File: config.mk
export PLATFORM = sky130hd
export DESIGN_NAME = prim_ram_2p_arb
export DESIGN_NICKNAME = d
export VERILOG_FILES = /design/src/rtl/prim_ram_2p_arb.sv
export SDC_FILE = /design/constraint.sdc
export NUM_CORES = 1
export LEC_CHECK = 0
export BUFFER_PORTS_ARGS = -buffer_cell sky130_fd_sc_hd__buf_4
export CAP_MARGIN = 5
export CORE_AREA = 8 8 103 105
export CTS_CLUSTER_DIAMETER = 200
export DETAILED_ROUTE_END_ITERATION = 12
export DIE_AREA = 0 0 111 113
export GPL_TIMING_DRIVEN = 0
export PLACE_DENSITY = 0.69
export SLEW_MARGIN = 20
export SYNTH_ARGS = -nofsm -noshare
export SYNTH_HDL_FRONTEND = slang
export SYNTH_SLANG_ARGS = --single-unit
File: constraint.sdc
create_clock -name clk_i -period 5.5 [get_ports clk_i]
set_clock_uncertainty 0.15 [all_clocks]
set_input_delay 1.1 -clock clk_i [delete_from_list [all_inputs] [get_ports clk_i]]
set_output_delay 1.1 -clock clk_i [all_outputs]
set_load 0.01 [all_outputs]
File: src/rtl/prim_ram_2p_arb.sv
// Purpose : zero-fills one RAM port after reset, then shares it round-robin among NumReq requesters.
// Latency : grant is combinational (same cycle as req); read data and one-hot rvalid arrive one cycle later.
// Backpres: no grants during the fill; a requester holds req/addr/wdata until it sees its gnt bit.
//
// Ports:
//   clk_i, rst_ni         clock and synchronous active-low reset
//   req_i, write_i        per-requester request and write(1)/read(0)
//   addr_i, wdata_i       packed per-requester address / write data (requester i at slice i)
//   gnt_o, rvalid_o       one-hot grant (same cycle) and one-hot read-data valid (next cycle)
//   rdata_o               shared read data, meaningful only where rvalid_o is set
//   init_done_o           high once the zero-fill has finished
//   mem_*                 RAM port request/write/address/write data, and its read data
module prim_ram_2p_arb #(
  parameter int NumReq = 4,
  parameter int Width  = 32,
  parameter int Depth  = 128,
  parameter int Aw     = $clog2(Depth),
  parameter int IdxW   = $clog2(NumReq)
) (
  input  logic                    clk_i,
  input  logic                    rst_ni,
  input  logic [NumReq-1:0]       req_i,
  input  logic [NumReq-1:0]       write_i,
  input  logic [NumReq*Aw-1:0]    addr_i,
  input  logic [NumReq*Width-1:0] wdata_i,
  output logic [NumReq-1:0]       gnt_o,
  output logic [NumReq-1:0]       rvalid_o,
  output logic [Width-1:0]        rdata_o,
  output logic                    init_done_o,
  output logic                    mem_req_o,
  output logic                    mem_write_o,
  output logic [Aw-1:0]           mem_addr_o,
  output logic [Width-1:0]        mem_wdata_o,
  input  logic [Width-1:0]        mem_rdata_i
);

  localparam logic [0:0] StInit = 1'b0;
  localparam logic [0:0] StArb  = 1'b1;

  logic [0:0]        state;
  logic [Aw-1:0]     init_cnt;
  logic [IdxW-1:0]   ptr;
  logic [NumReq-1:0] rvalid_q;

  logic              gnt_any;
  logic [IdxW-1:0]   gnt_idx;
  logic [NumReq-1:0] gnt;
  logic [NumReq-1:0] rvalid_d;
  logic [IdxW-1:0]   ptr_nxt;
  logic [IdxW:0]     scan_sum;
  logic [IdxW-1:0]   cand;

  logic [Aw-1:0]     addr_arr  [NumReq];
  logic [Width-1:0]  wdata_arr [NumReq];

  for (genvar i = 0; i < NumReq; i++) begin : g_unpack
    assign addr_arr[i]  = addr_i[i*Aw +: Aw];
    assign wdata_arr[i] = wdata_i[i*Width +: Width];
  end

  // Scan ptr, ptr+1, ... modulo NumReq; the first requester found wins.
  // The sum is one bit wider than the pointer so the wrap works for any NumReq.
  always_comb begin
    gnt_any  = 1'b0;
    gnt_idx  = '0;
    scan_sum = '0;
    cand     = '0;
    if (state == StArb) begin
      for (int k = 0; k < NumReq; k++) begin
        scan_sum = {1'b0, ptr} + (IdxW+1)'(k);
        if (scan_sum >= (IdxW+1)'(NumReq)) begin
          scan_sum = scan_sum - (IdxW+1)'(NumReq);
        end
        cand = scan_sum[IdxW-1:0];
        if (!gnt_any && req_i[cand]) begin
          gnt_any = 1'b1;
          gnt_idx = cand;
        end
      end
    end
  end

  always_comb begin
    gnt = '0;
    if (gnt_any) begin
      gnt[gnt_idx] = 1'b1;
    end
  end

  // Only granted reads produce an rvalid pulse; writes complete silently.
  assign rvalid_d = (gnt_any && !write_i[gnt_idx]) ? gnt : '0;

  // Explicit wrap keeps the pointer in range when NumReq is not a power of two.
  assign ptr_nxt = (gnt_idx == IdxW'(NumReq - 1)) ? '0 : gnt_idx + IdxW'(1);

  always_comb begin
    mem_req_o   = 1'b1;
    mem_write_o = 1'b1;
    mem_addr_o  = init_cnt;
    mem_wdata_o = '0;
    if (state == StArb) begin
      mem_req_o   = |req_i;
      mem_write_o = gnt_any & write_i[gnt_idx];
      mem_addr_o  = gnt_any ? addr_arr[gnt_idx] : '0;
      mem_wdata_o = gnt_any ? wdata_arr[gnt_idx] : '0;
    end
  end

  always_ff @(posedge clk_i) begin
    if (!rst_ni) begin
      state    <= StInit;
      init_cnt <= '0;
      ptr      <= '0;
      rvalid_q <= '0;
    end else begin
      rvalid_q <= rvalid_d;
      if (state == StInit) begin
        if (init_cnt == Aw'(Depth - 1)) begin
          init_cnt <= '0;
          state    <= StArb;
        end else begin
          init_cnt <= init_cnt + Aw'(1);
        end
      end else if (gnt_any) begin
        ptr <= ptr_nxt;
      end
    end
  end

  assign gnt_o       = gnt;
  assign rvalid_o    = rvalid_q;
  assign rdata_o     = mem_rdata_i;
  assign init_done_o = (state == StArb);

endmodule
Word-level counts from Yosys, hierarchy flattened

Index checks and enable logic that the tools add are counted.

Bits in registers: 14
Bits in latches: 0
Memory bits (writable): 0
ROM bits: 0
Input port bits: 198
Output and inout port bits: 82
Memories: 0

Add/sub/neg operators: 9
$mul: 0
Divide/modulo/power cells: 0
$lt $le $gt $ge: 11
Equality and inequality tests: 2
Shifts and indexed selects: 0
Multiplexer cells: 50
Bitwise logic cells: 2
Reductions and logical operators: 12

Operators by type and width:

| operator            | count |
|---|---|
| $mux 32             | 4 |
| $bmux 32 s2         | 1 |
| $mux 7              | 5 |
| $mux 2              | 14 |
| $mux 1              | 18 |
| $lt 2x3->1 const B  | 5 |
| $bmux 7 s2          | 1 |
| $ge 3x3->1 const B  | 4 |
| $bmux 1 s2          | 5 |
| $sub 2x1->2 const B | 4 |
| $add 7x1->7 const B | 1 |
| $eq 7x7->1 const B  | 1 |
| $add 2x2->3 const B | 2 |
| $logic_and 1x1->1   | 5 |
| $logic_not 1->1     | 4 |
| $mux 4              | 1 |
| $reduce_and 2->1    | 2 |
| $reduce_or 4->1     | 1 |
| $add 2x1->3 const B | 1 |
| $ge 2x3->1 const B  | 1 |
| $not 2->3           | 1 |
| $add 2x1->2 const B | 1 |
| $demux 1 s2         | 1 |
| $eq 2x2->1 const B  | 1 |
| other kinds (2)     | 2 |

Longest topological paths before layout

Gate-level depths: netlist of run 1.

Depth in word-level cells: 25
Mapped depth: 10

Worst setup path before layout of run 1

Ideal clock, no wire load.

Path type: input -> output
Start: input port req_i[0]
End: output port gnt_o[3]
Arrival time: 2.675 ns
Required time: 4.250 ns
Path slack: 1.575 ns
Cell stages on the path: 8
Cells stage by stage: buf_2 nand2b_1 a221oi_1 o211a_2 buf_2 buf_2 ha_1 and2_1

Word-level cells in the longest chain between the ends: 21
Elaborated cells between the ends (all ways): 33
Those cells by class: 2 x order compare; 24 x mux; 7 x reduce/logical

RTL lines:

| item                                                           | RTL line | RTL |
|---|---|---|
| start: declaration                                             | 22       | `input logic [NumReq-1:0] req_i,` |
| $bmux 1 s2                                                     | 75       | `if (!gnt_any && req_i[cand]) begin` |
| $mux 1 (implied by the code)                                   | 75       |  |
| $mux 1                                                         | 75       |  |
| $mux 1                                                         | 68       | `if (state == StArb) begin` |
| $logic_not 1->1                                                | 75       |  |
| $logic_and 1x1->1                                              | 75       |  |
| $mux 1                                                         | 75       |  |
| $mux 1                                                         | 68       |  |
| (+5 left out)                                                  | -        |  |
| $logic_and 1x1->1                                              | 75       |  |
| $mux 2                                                         | 75       |  |
| $mux 2                                                         | 68       |  |
| $lt 2x3->1 (implied by the code) or $ge 2x1->1 (tied branches) | 86       | `gnt[gnt_idx] = 1'b1;` |
| $logic_and 1x1->1 (implied by the code)                        | 86       |  |
| $mux 1 (implied by the code)                                   | 86       |  |
| $demux 1 s2                                                    | 86       |  |
| $mux 4 (*)                                                     | 85       | `if (gnt_any) begin` |
| end: declaration                                               | 26       | `output logic [NumReq-1:0] gnt_o,` |

Mark *: on every way between the ends. The rest lies on a longest branch, timed or not. The select of a mux whose other input is x is not followed.

Final worst setup path of run 1

Start: input port req_i[1]
End: output port mem_wdata_o[31]

Word-level cells in the longest chain between the ends: 22
Elaborated cells between the ends (all ways): 33
Those cells by class: 26 x mux; 1 x bitwise; 6 x reduce/logical

RTL lines:

| item                                       | RTL line | RTL |
|---|---|---|
| $bmux 1 s2                                 | 75       |  |
| $mux 1 (implied by the code)               | 75       |  |
| $mux 1                                     | 75       |  |
| $mux 1                                     | 68       |  |
| $logic_not 1->1                            | 75       |  |
| $logic_and 1x1->1                          | 75       |  |
| $mux 1                                     | 75       |  |
| $mux 1                                     | 68       |  |
| (+5 left out)                              | -        |  |
| $logic_and 1x1->1                          | 75       |  |
| $mux 2                                     | 75       |  |
| $mux 2                                     | 68       |  |
| $not 2->3 (implied by the code)            | 105      | `mem_wdata_o = gnt_any ? wdata_arr[gnt_idx] : '0;` |
| $bmux 32 s2                                | 105      |  |
| $mux 32 (implied by the code) (2 in a row) | 105      |  |
| $mux 32 (*)                                | 105      |  |
| $mux 32 (*)                                | 101      | `if (state == StArb) begin` |
| end: declaration                           | 33       | `output logic [Width-1:0] mem_wdata_o,` |

Marks and branches as above.

==> results of run 1 <==
==> flip-flops by register name, summed over array words and instances, names as in the netlist <==
name / cells
init_cnt: 7
init_done_o: 1
ptr: 2
rvalid_o: 4
==> area by class of cell <==
cell class	count	share of cell area, %
plain buffers	71	9.23
clock buffers	4	1.17
repair buffers	244	38.9
flip-flops and latches	14	5.96
multi-input cells	241	40.8
well taps	111	2.95
inverters	11	0.931
==> how the worst min path moves through the flow <==
stage	startpoint	to	slack, ns	depth (start not counted)
3_5_place_dp	init_cnt[6]$_SDFFE_PN0N_	init_cnt[6]$_SDFFE_PN0N_	0.36	2
4_1_cts	init_cnt[6]$_SDFFE_PN0N_	init_cnt[6]$_SDFFE_PN0N_	0.37	2
2_1_floorplan	init_cnt[6]$_SDFFE_PN0N_	init_cnt[6]$_SDFFE_PN0N_	0.31	2
6_report	init_cnt[6]$_SDFFE_PN0N_	init_cnt[6]$_SDFFE_PN0N_	0.37	2
3_3_place_gp	init_cnt[6]$_SDFFE_PN0N_	init_cnt[6]$_SDFFE_PN0N_	0.33	2
5_1_grt	init_cnt[6]$_SDFFE_PN0N_	init_cnt[6]$_SDFFE_PN0N_	0.42	2
==> kinds of logic after synthesis <==
kind of cell	synth area share, %
buffers and inverters	17.8
multiplexers	0.373
AND/OR/NAND/NOR	11.1
XOR/XNOR	1.63
adder cells (fa/ha/maj)	2.33
AO/OA/AOI/OAI	56.3
flip-flops	10.5
==> stage by stage <==
stage          power, mW  area [um2]
2_1_floorplan      0.208        2680
3_3_place_gp       0.335        4650
3_5_place_dp       0.338        4650
4_1_cts            0.441        4710
5_1_grt            0.463        4710
6_report           0.440        4710
==> critical path, stage by stage <==
cell and delay (ns):
buf_4 0.08, buf_2 0.17, nand2b_1 0.16, a21oi_2 0.14, nor3_1 0.57, buf_2 0.38
o22ai_1 0.13, a211oi_1 0.35, buf_4 0.20
==> per-layer routing <==
layer	wire length, um	global-route usage (%)
met4	366	5.86
met3	1130	6.35
met5	0	0
met2	7430	38.2
met1	5870	24.4
==> placed cells by master (no fill, tap or decap), types with 8 or more instances in the layout <==
cell / synthesis / layout
a211oi_1: 43 / 43
a211oi_2: 28 / 28
a221oi_1: 8 / 8
buf_2: 17 / 17
buf_4: 33 / 277
clkbuf_1: 18 / 18
dfxtp_1: 14 / 14
inv_1: 9 / 9
nor2_1: 10 / 10
o22ai_1: 32 / 32
o31a_1: 39 / 39
==> power breakdown <==
part / internal (mW) / switching (mW)
sequential: 0.103 / 0.00215
combinational: 0.141 / 0.0897
clock: 0.0635 / 0.0398
total: 0.308 / 0.132
==> results.sh, run 1 <==
export IMPL_status="finished clean"
export IMPL_hpwl_um=12600
export IMPL_initial_utilization_pct=29.9
export IMPL_grt_pass1_wl_um=22200
export IMPL_syn_nets=540
export IMPL_wl_um=14800
export IMPL_yosys_area_top_type="a211oi_2"
export IMPL_vias=3734
export IMPL_multiInputGateArea_mm2=0.00192
export IMPL_worstPathRequired_ns=4.25
export IMPL_synth_seq_cells=14
export IMPL_ys_seq_area_share_pct=10.5
export IMPL_worstReg2RegStart="init_done_o$_SDFF_PN0_"
export IMPL_cts_resized=0
export IMPL_cts_tree="built"
export IMPL_final_core_util_pct=52.4
export IMPL_antenna_found_initial=0
export IMPL_ir_worst_vdd_mv=0.0779
export IMPL_seqCellArea_um2=280
export IMPL_power_leakage_nw=2.09
export IMPL_fp_dieW_um=111
export IMPL_nFillCells=893
export IMPL_r2r_end="rvalid_o[3]$_SDFF_PN0_"
export IMPL_ys_flop_type="dfxtp_1"
export IMPL_reg2reg_depth=8
export IMPL_ant_nets=0
export IMPL_grt_overflow_total=0
export IMPL_avgViaCountPerCell=5.36
export IMPL_clockBufferDepth=2
export IMPL_yosys_area_top_type_share_pct=13.1
export IMPL_startpoint="req_i[1]"
export IMPL_dp_slack_ns=0.941
export IMPL_htreeDepth=1
export IMPL_cts_hold_buf=0
export IMPL_period_needed_ns=4.55
export IMPL_drt_iter0_drc=158
export IMPL_dieHeight_um=113
export IMPL_rsz0062_at_grt="no"
export IMPL_cts_sinks=14
export IMPL_tightest_slew_ns=1.06
export IMPL_drv_slew=0
export IMPL_nets=789
export IMPL_rows=35
export IMPL_wl_per_cell_um=21.3
export IMPL_max_slew_margin_rel_pct=28.1
export IMPL_crit_path_end_kind="output port"
export IMPL_drc=0
export IMPL_fmax_mhz=220
export IMPL_cts_root_buffer="clkbuf_8"
export IMPL_hold_viol_final=0
export IMPL_synth_edf_count=0
export IMPL_crit_path_start_kind="input pin"
export IMPL_clk_pin_slew_worst_paths_ns=0.06
export IMPL_async_flop_share_pct=0
export IMPL_crit_path_end="mem_wdata_o[31]"
export IMPL_antenna_cells=0
export IMPL_synthTopCellsByArea="a211oi_2, o31a_1, a211oi_1"
export IMPL_yosysMostFrequentCell="a211oi_1"
export IMPL_synthTopCellsByCount="a211oi_1, o31a_1, buf_4"
export IMPL_finalSetupTns_ns=0
export IMPL_avgSynthCellArea_um2=7.95
export IMPL_placed_cells=692
export IMPL_post_cts_buffers=0
export IMPL_track_usage_pct=21.5
export IMPL_grt_pass1_vias=3984
export IMPL_grt_max_degree=12
export IMPL_layout_drive_gt1_share_pct=57.6
export IMPL_powerDensity_mw_per_mm2=93.4
export IMPL_maxCapViolCount=0
export IMPL_areaGrowthSynthToFinish_pct=75.6
export IMPL_fin_ws_ns=0.952
export IMPL_period_share_pct=82.7
export IMPL_place_congestion=0.809
export IMPL_syn_cell_area_mm2=0.00268
export IMPL_port_buffers=244
export IMPL_ys_types=52
export IMPL_clk_latency_ns=0.25
export IMPL_hold_class="register to register"
export IMPL_arrival_ns=3.30
export IMPL_setup_viol_count_final=0
export IMPL_core_area_mm2=0.00898
export IMPL_firstDrtPassIters=4
export IMPL_path_max_fanout=10
export IMPL_r2r_slack_ns=2.95
export IMPL_yosysWarnings=0
export IMPL_die_area_mm2=0.0125
export IMPL_worstSetupPathType="input pin to output port"
export IMPL_synthCells=337
export IMPL_fin_cells=696
export IMPL_ios=280
export IMPL_cts_buffers=3
export IMPL_finalHoldWorstSlack_ns=0.366
No activity file was read; power rests on OpenSTA's default activity.
==> inputs of run 2 (changes only) <==
--- a/config.mk
+++ b/config.mk
@@ -7,12 +7,12 @@
 export LEC_CHECK = 0
 export BUFFER_PORTS_ARGS = -buffer_cell sky130_fd_sc_hd__buf_4
 export CAP_MARGIN = 5
-export CORE_AREA = 8 8 103 105
+export CORE_AREA = 8 8 104 106
 export CTS_CLUSTER_DIAMETER = 200
 export DETAILED_ROUTE_END_ITERATION = 12
-export DIE_AREA = 0 0 111 113
+export DIE_AREA = 0 0 112 114
 export GPL_TIMING_DRIVEN = 0
-export PLACE_DENSITY = 0.69
+export PLACE_DENSITY = 0.68
 export SLEW_MARGIN = 20
 export SYNTH_ARGS = -nofsm -noshare
 export SYNTH_HDL_FRONTEND = slang
==> constraint.sdc (replaced) <==
create_clock -name clk_i -period 4.6 [get_ports clk_i]
set_clock_uncertainty 0.15 [all_clocks]
set_input_delay 0.92 -clock clk_i [delete_from_list [all_inputs] [get_ports clk_i]]
set_output_delay 0.92 -clock clk_i [all_outputs]
set_load 0.01 [all_outputs]
==> run 2 against run 1 <==
Die area rose by 1.8%. Wire length up 0.88%. Critical path depth did not move. Combinational power grew 20%. Total power increased by 14%. Setup slack got worse by 0.62 ns. Critical path type unchanged. Critical endpoint is now mem_wdata_o[5]. Highest routed layer unchanged.
==> results.sh, run 2 (synthesized netlist as in run 1, its figures left out) <==
export IMPL_post_cts_buffers=0
export IMPL_drc=0
export IMPL_ios=280
export IMPL_cts_buffers=3
export IMPL_vias=3753
export IMPL_crit_path_end_kind="output port"
export IMPL_wl_um=14900
export IMPL_period_needed_ns=4.27
export IMPL_grt_pass1_vias=4036
export IMPL_track_usage_pct=21.5
export IMPL_ant_nets=0
export IMPL_status="finished clean"
export IMPL_antenna_found_initial=0
export IMPL_nets=789
export IMPL_hold_viol_final=0
export IMPL_htreeDepth=1
export IMPL_final_common_cell="buf_4"
export IMPL_areaGrowthSynthToFinish_pct=75.4
export IMPL_maxCapViolCount=0
export IMPL_rsz0062_at_grt="no"
export IMPL_hold_class="register to register"
export IMPL_initial_utilization_pct=29.4
export IMPL_finalHoldWorstSlack_ns=0.348
export IMPL_powerDensity_mw_per_mm2=107
export IMPL_crit_path_start_kind="input pin"
export IMPL_tightest_slew_ns=0.919
export IMPL_dieHeight_um=114
export IMPL_drv_slew=0
export IMPL_path_max_fanout=10
export IMPL_arrival_ns=3.20
export IMPL_firstDrtPassIters=4
export IMPL_top_register="init_cnt"
export IMPL_fp_dieW_um=112
export IMPL_rows=35
export IMPL_die_area_mm2=0.0128
export IMPL_port_buffers=244
export IMPL_wl_per_cell_um=21.5
export IMPL_avgViaCountPerCell=5.40
export IMPL_fmax_mhz=234
export IMPL_finalSetupTns_ns=0
export IMPL_grt_pass1_wl_um=22200
export IMPL_cts_tree="built"
export IMPL_grt_overflow_total=0
export IMPL_grt_max_degree=12
export IMPL_final_cell_mix="buf_4, a211oi_1, o31a_1"
export IMPL_place_congestion=0.830
export IMPL_period_share_pct=92.8
export IMPL_ir_worst_vdd_mv=0.0933
export IMPL_cts_hold_buf=0
export IMPL_power_leakage_nw=2.09
export IMPL_worstSetupPathType="input pin to output port"
export IMPL_worstPathRequired_ns=3.53
export IMPL_cts_root_buffer="clkbuf_8"
export IMPL_core_area_mm2=0.00911
export IMPL_nFillCells=883
export IMPL_antenna_cells=0
export IMPL_setup_viol_count_final=0
export IMPL_drt_iter0_drc=183
export IMPL_hpwl_um=12800
export IMPL_layout_drive_gt1_share_pct=57.7
export IMPL_clk_latency_ns=0.24
export IMPL_largest_register_ffs=7
export IMPL_cts_resized=0
export IMPL_max_slew_margin_rel_pct=38.6
export IMPL_clk_pin_slew_worst_paths_ns=0.06
export IMPL_clockBufferDepth=2
export IMPL_cts_sinks=14
## run 2: worst max-delay path, stage by stage
cell and delay [ns]:
buf_4 0.08, buf_2 0.19, nand2b_1 0.16, a21oi_2 0.13, nor3_1 0.56, buf_2 0.37, o22ai_1 0.12, a211oi_1 0.44
buf_4 0.21
## run 2: metal layers
layer / vias up / share of wire [%] / global-route usage, %
li1: 1826 / - / -
met1: 1742 / 39 / 23.2
met2: 170 / 52 / 40.4
met3: 15 / 7.5 / 5.49
met4: 0 / 1.7 / 6.12
met5: - / 0 / 0
## run 2: path summary, 6_finish.rpt
path	start	endpoint	slack [ns]	cells after the start
max reg2reg	ptr[1]$_SDFFE_PN0P_	rvalid_o[3]$_SDFF_PN0_	2.06	9
min	init_cnt[6]$_SDFFE_PN0N_	init_cnt[6]$_SDFFE_PN0N_	0.35	2
max	req_i[1]	mem_wdata_o[5]	0.33	9
min reg2reg	init_cnt[6]$_SDFFE_PN0N_	init_cnt[6]$_SDFFE_PN0N_	0.35	2
## run 2: where the power goes
| part | switching (mW) | leakage [nW] | internal, mW | total (mW) |
|---|---|---|---|---|
| Clock | 0.0414 | 0.0216 | 0.0578 | 0.0992 |
| Sequential | 0.00256 | 0.113 | 0.124 | 0.126 |
| Combinational | 0.108 | 1.95 | 0.169 | 0.277 |
| Total | 0.152 | 2.09 | 0.350 | 0.502 |
## run 2: cell type report
class | instances | area, um2 | area share (%)
multi-input combinational | 241 | 1930 | 41.1
timing repair buffer | 244 | 1830 | 39.0
buffer | 71 | 434 | 9.24
sequential | 14 | 280 | 5.96
tap | 111 | 139 | 2.96
inverter | 11 | 43.8 | 0.932
clock buffer | 3 | 41.3 | 0.879
## run 2: through the flow
stage / total power, mW / util (%) / cell area (um2) / setup WS, ns / instances
2_1_floorplan: 0.248 / - / 2680 / 1.03 / 337
3_3_place_gp: 0.400 / 51.1 / 4650 / 0.315 / 692
3_5_place_dp: 0.404 / 51.1 / 4650 / 0.302 / 692
4_1_cts: 0.503 / 51.5 / 4690 / 0.272 / 695
5_1_grt: 0.532 / 51.6 / 4700 / 0.0333 / 695
6_report: 0.502 / 51.6 / 4700 / 0.329 / 695
==> inputs of run 3 (changes only) <==
--- a/config.mk
+++ b/config.mk
@@ -12,7 +12,9 @@
 export DETAILED_ROUTE_END_ITERATION = 12
 export DIE_AREA = 0 0 112 114
 export GPL_TIMING_DRIVEN = 0
+export MAX_ROUTING_LAYER = met4
 export PLACE_DENSITY = 0.68
+export REMOVE_ABC_BUFFERS = 1
 export SLEW_MARGIN = 20
 export SYNTH_ARGS = -nofsm -noshare
 export SYNTH_HDL_FRONTEND = slang
==> run 3 against run 2 <==
Clock-buffer cell count rose by 1. Final area fell by 8.3%. Die area did not move. Total power fell by 5.8%. Register-to-register slack got worse by 0.46 ns. Sequential cell count did not move. Setup slack got worse by 0.059 ns. Maximum frequency fell by 1.4%. Via count fell by 6.3%. Critical endpoint unchanged. Highest routed layer unchanged.
==> results.sh, run 3 (synthesized netlist as in run 1, its figures left out) <==
export IMPL_drv_slew=0
export IMPL_cts_sinks=14
export IMPL_track_usage_pct=20.5
export IMPL_path_delay_family="simple AND/OR/NAND/NOR gates"
export IMPL_fin_cells=618
export IMPL_cts_hold_buf=0
export IMPL_wl_per_cell_um=22.5
export IMPL_ir_worst_vdd_mv=0.0821
export IMPL_grt_max_degree=42
export IMPL_vias=3518
export IMPL_period_share_pct=94.1
export IMPL_port_buffers=215
export IMPL_hpwl_um=11300
export IMPL_firstDrtPassIters=4
export IMPL_clk_latency_ns=0.24
export IMPL_crit_chain="buf_4, nand2b_1, a21oi_4, nor3_2, buf_4, buf_4, o22ai_1, a211oi_1, buf_4"
export IMPL_dpl_cell_area_mm2=0.00424
export IMPL_hold_viol_final=0
export IMPL_p_seq_share_pct=26.7
export IMPL_cp_slowest_stage_delay_ns=0.60
export IMPL_clk_pin_slew_worst_paths_ns=0.06
export IMPL_initial_utilization_pct=29.4
export IMPL_max_slew_margin_rel_pct=42.9
export IMPL_power_frac_comb_pct=48.9
export IMPL_final_core_util_pct=47.3
export IMPL_ios=280
export IMPL_switching_share_pct=28.3
export IMPL_p_switching_uw=134
export IMPL_fmax_mhz=231
export IMPL_path_max_fanout=14
export IMPL_antenna_found_initial=1
export IMPL_avgViaCountPerCell=5.69
export IMPL_powerDensity_mw_per_mm2=110
export IMPL_status="finished clean"
export IMPL_core_area_mm2=0.00911
export IMPL_period_needed_ns=4.33
export IMPL_crit_path_end_kind="output port"
export IMPL_layout_drive_gt1_share_pct=55.3
export IMPL_top_register="init_cnt"
export IMPL_grt_pass1_vias=3622
export IMPL_nFillCells=914
export IMPL_place_congestion=0.789
export IMPL_wl_um=13900
export IMPL_drt_iter0_drc=273
export IMPL_fp_dieW_um=112
export IMPL_worstSetupPathType="input pin to output port"
export IMPL_tightest_slew_ns=0.855
export IMPL_grt_overflow_total=0
export IMPL_setup_viol_count_final=0
export IMPL_rows=35
export IMPL_die_area_mm2=0.0128
export IMPL_final_cell_mix="buf_4, a211oi_1, o31a_1"
export IMPL_grt_pass1_wl_um=20700
export IMPL_ant_nets=0
export IMPL_cts_root_buffer="clkbuf_8"
export IMPL_dieHeight_um=114
export IMPL_post_cts_buffers=0
export IMPL_cts_buffers=3
export IMPL_crit_top_cell="buf_4"
export IMPL_htreeDepth=1
export IMPL_nets=710
export IMPL_power_leakage_nw=1.79
export IMPL_clockBufferDepth=2
export IMPL_hold_class="register to register"
export IMPL_cts_tree="built"
export IMPL_worstPathRequired_ns=3.53
export IMPL_arrival_ns=3.26
export IMPL_areaGrowthSynthToFinish_pct=60.8
export IMPL_path_buf_inv=4
export IMPL_maxCapViolCount=0
export IMPL_cts_resized=0
export IMPL_crit_path_start_kind="input pin"
export IMPL_power_internal_uw=340
export IMPL_drc=0
export IMPL_largest_register_ffs=7
export IMPL_rsz0062_at_grt="no"
export IMPL_power_share_clock_pct=24.4
export IMPL_placed_cells=612
export IMPL_cp_slowest_cell="nor3_2"
export IMPL_final_common_cell="buf_4"
export IMPL_design_area_mm2=0.00431
[run 3: changes by cell type in the layout (fill, tap and decap cells not counted), sizes merged]
cell and change:
a21oi +1, clkbuf -17, diode +1, buf -62
[run 3: power groups by stage]
stage          clock (mW)  combinational (mW)  sequential, mW
2_1_floorplan           0              0.0839           0.128
3_5_place_dp            0               0.230           0.129
5_1_grt             0.126               0.250           0.126
3_3_place_gp            0               0.215           0.128
6_report            0.116               0.231           0.126
4_1_cts             0.118               0.231           0.126
[run 3: worst reg2reg max path, stage by stage (launching register included)]
cell	delay, ns
dfxtp_1	0.88
o41a_2	0.38
nand2_4	0.13
nor3_4	0.46
inv_4	0.28
o221a_1	0.41
nor3_1	0.22
[run 3: metrics by stage]
step | hold WS (ns) | power (mW) | worst slack [ns] | setup TNS [ns]
after floorplan | 0.314 | 0.212 | -3.15 | -114.33
after global placement | 0.323 | 0.344 | -6.11 | -235.70
after detailed placement | 0.351 | 0.359 | 0.228 | 0
after CTS | 0.358 | 0.474 | 0.228 | 0
after global routing | 0.392 | 0.503 | 0.0602 | 0
final | 0.357 | 0.473 | 0.270 | 0
[run 3: worst paths after layout]
check / startpoint / end / slack (ns) / cells after the start
setup / recovery: req_i[1] / mem_wdata_o[5] / 0.27 / 9
setup reg to reg: init_done_o$_SDFF_PN0_ / rvalid_o[1]$_SDFF_PN0_ / 1.60 / 6
hold reg to reg: init_cnt[6]$_SDFFE_PN0N_ / init_cnt[6]$_SDFFE_PN0N_ / 0.36 / 2
hold / removal: init_cnt[6]$_SDFFE_PN0N_ / init_cnt[6]$_SDFFE_PN0N_ / 0.36 / 2
[run 3: metal layers]
metal  wire length [um]  global-route usage, %  vias up
met2               6530                   33.3      201
met3               1500                   8.19        8
met4                118                   2.25        0
met1               5790                   24.2     1636
met5                  0                      -        -
li1                   -                      -     1673
[run 3: final cells by class]
| cell class | count | area (um2) | area share (%) |
|---|---|---|---|
| repair buffers | 235 | 1810 | 42.1 |
| diodes | 1 | 2.50 | 0.0581 |
| clock buffers | 4 | 55.1 | 1.28 |
| multi-input cells | 242 | 1980 | 45.8 |
| inverters | 11 | 43.8 | 1.02 |
| well taps | 111 | 139 | 3.22 |
| flip-flops and latches | 14 | 280 | 6.50 |
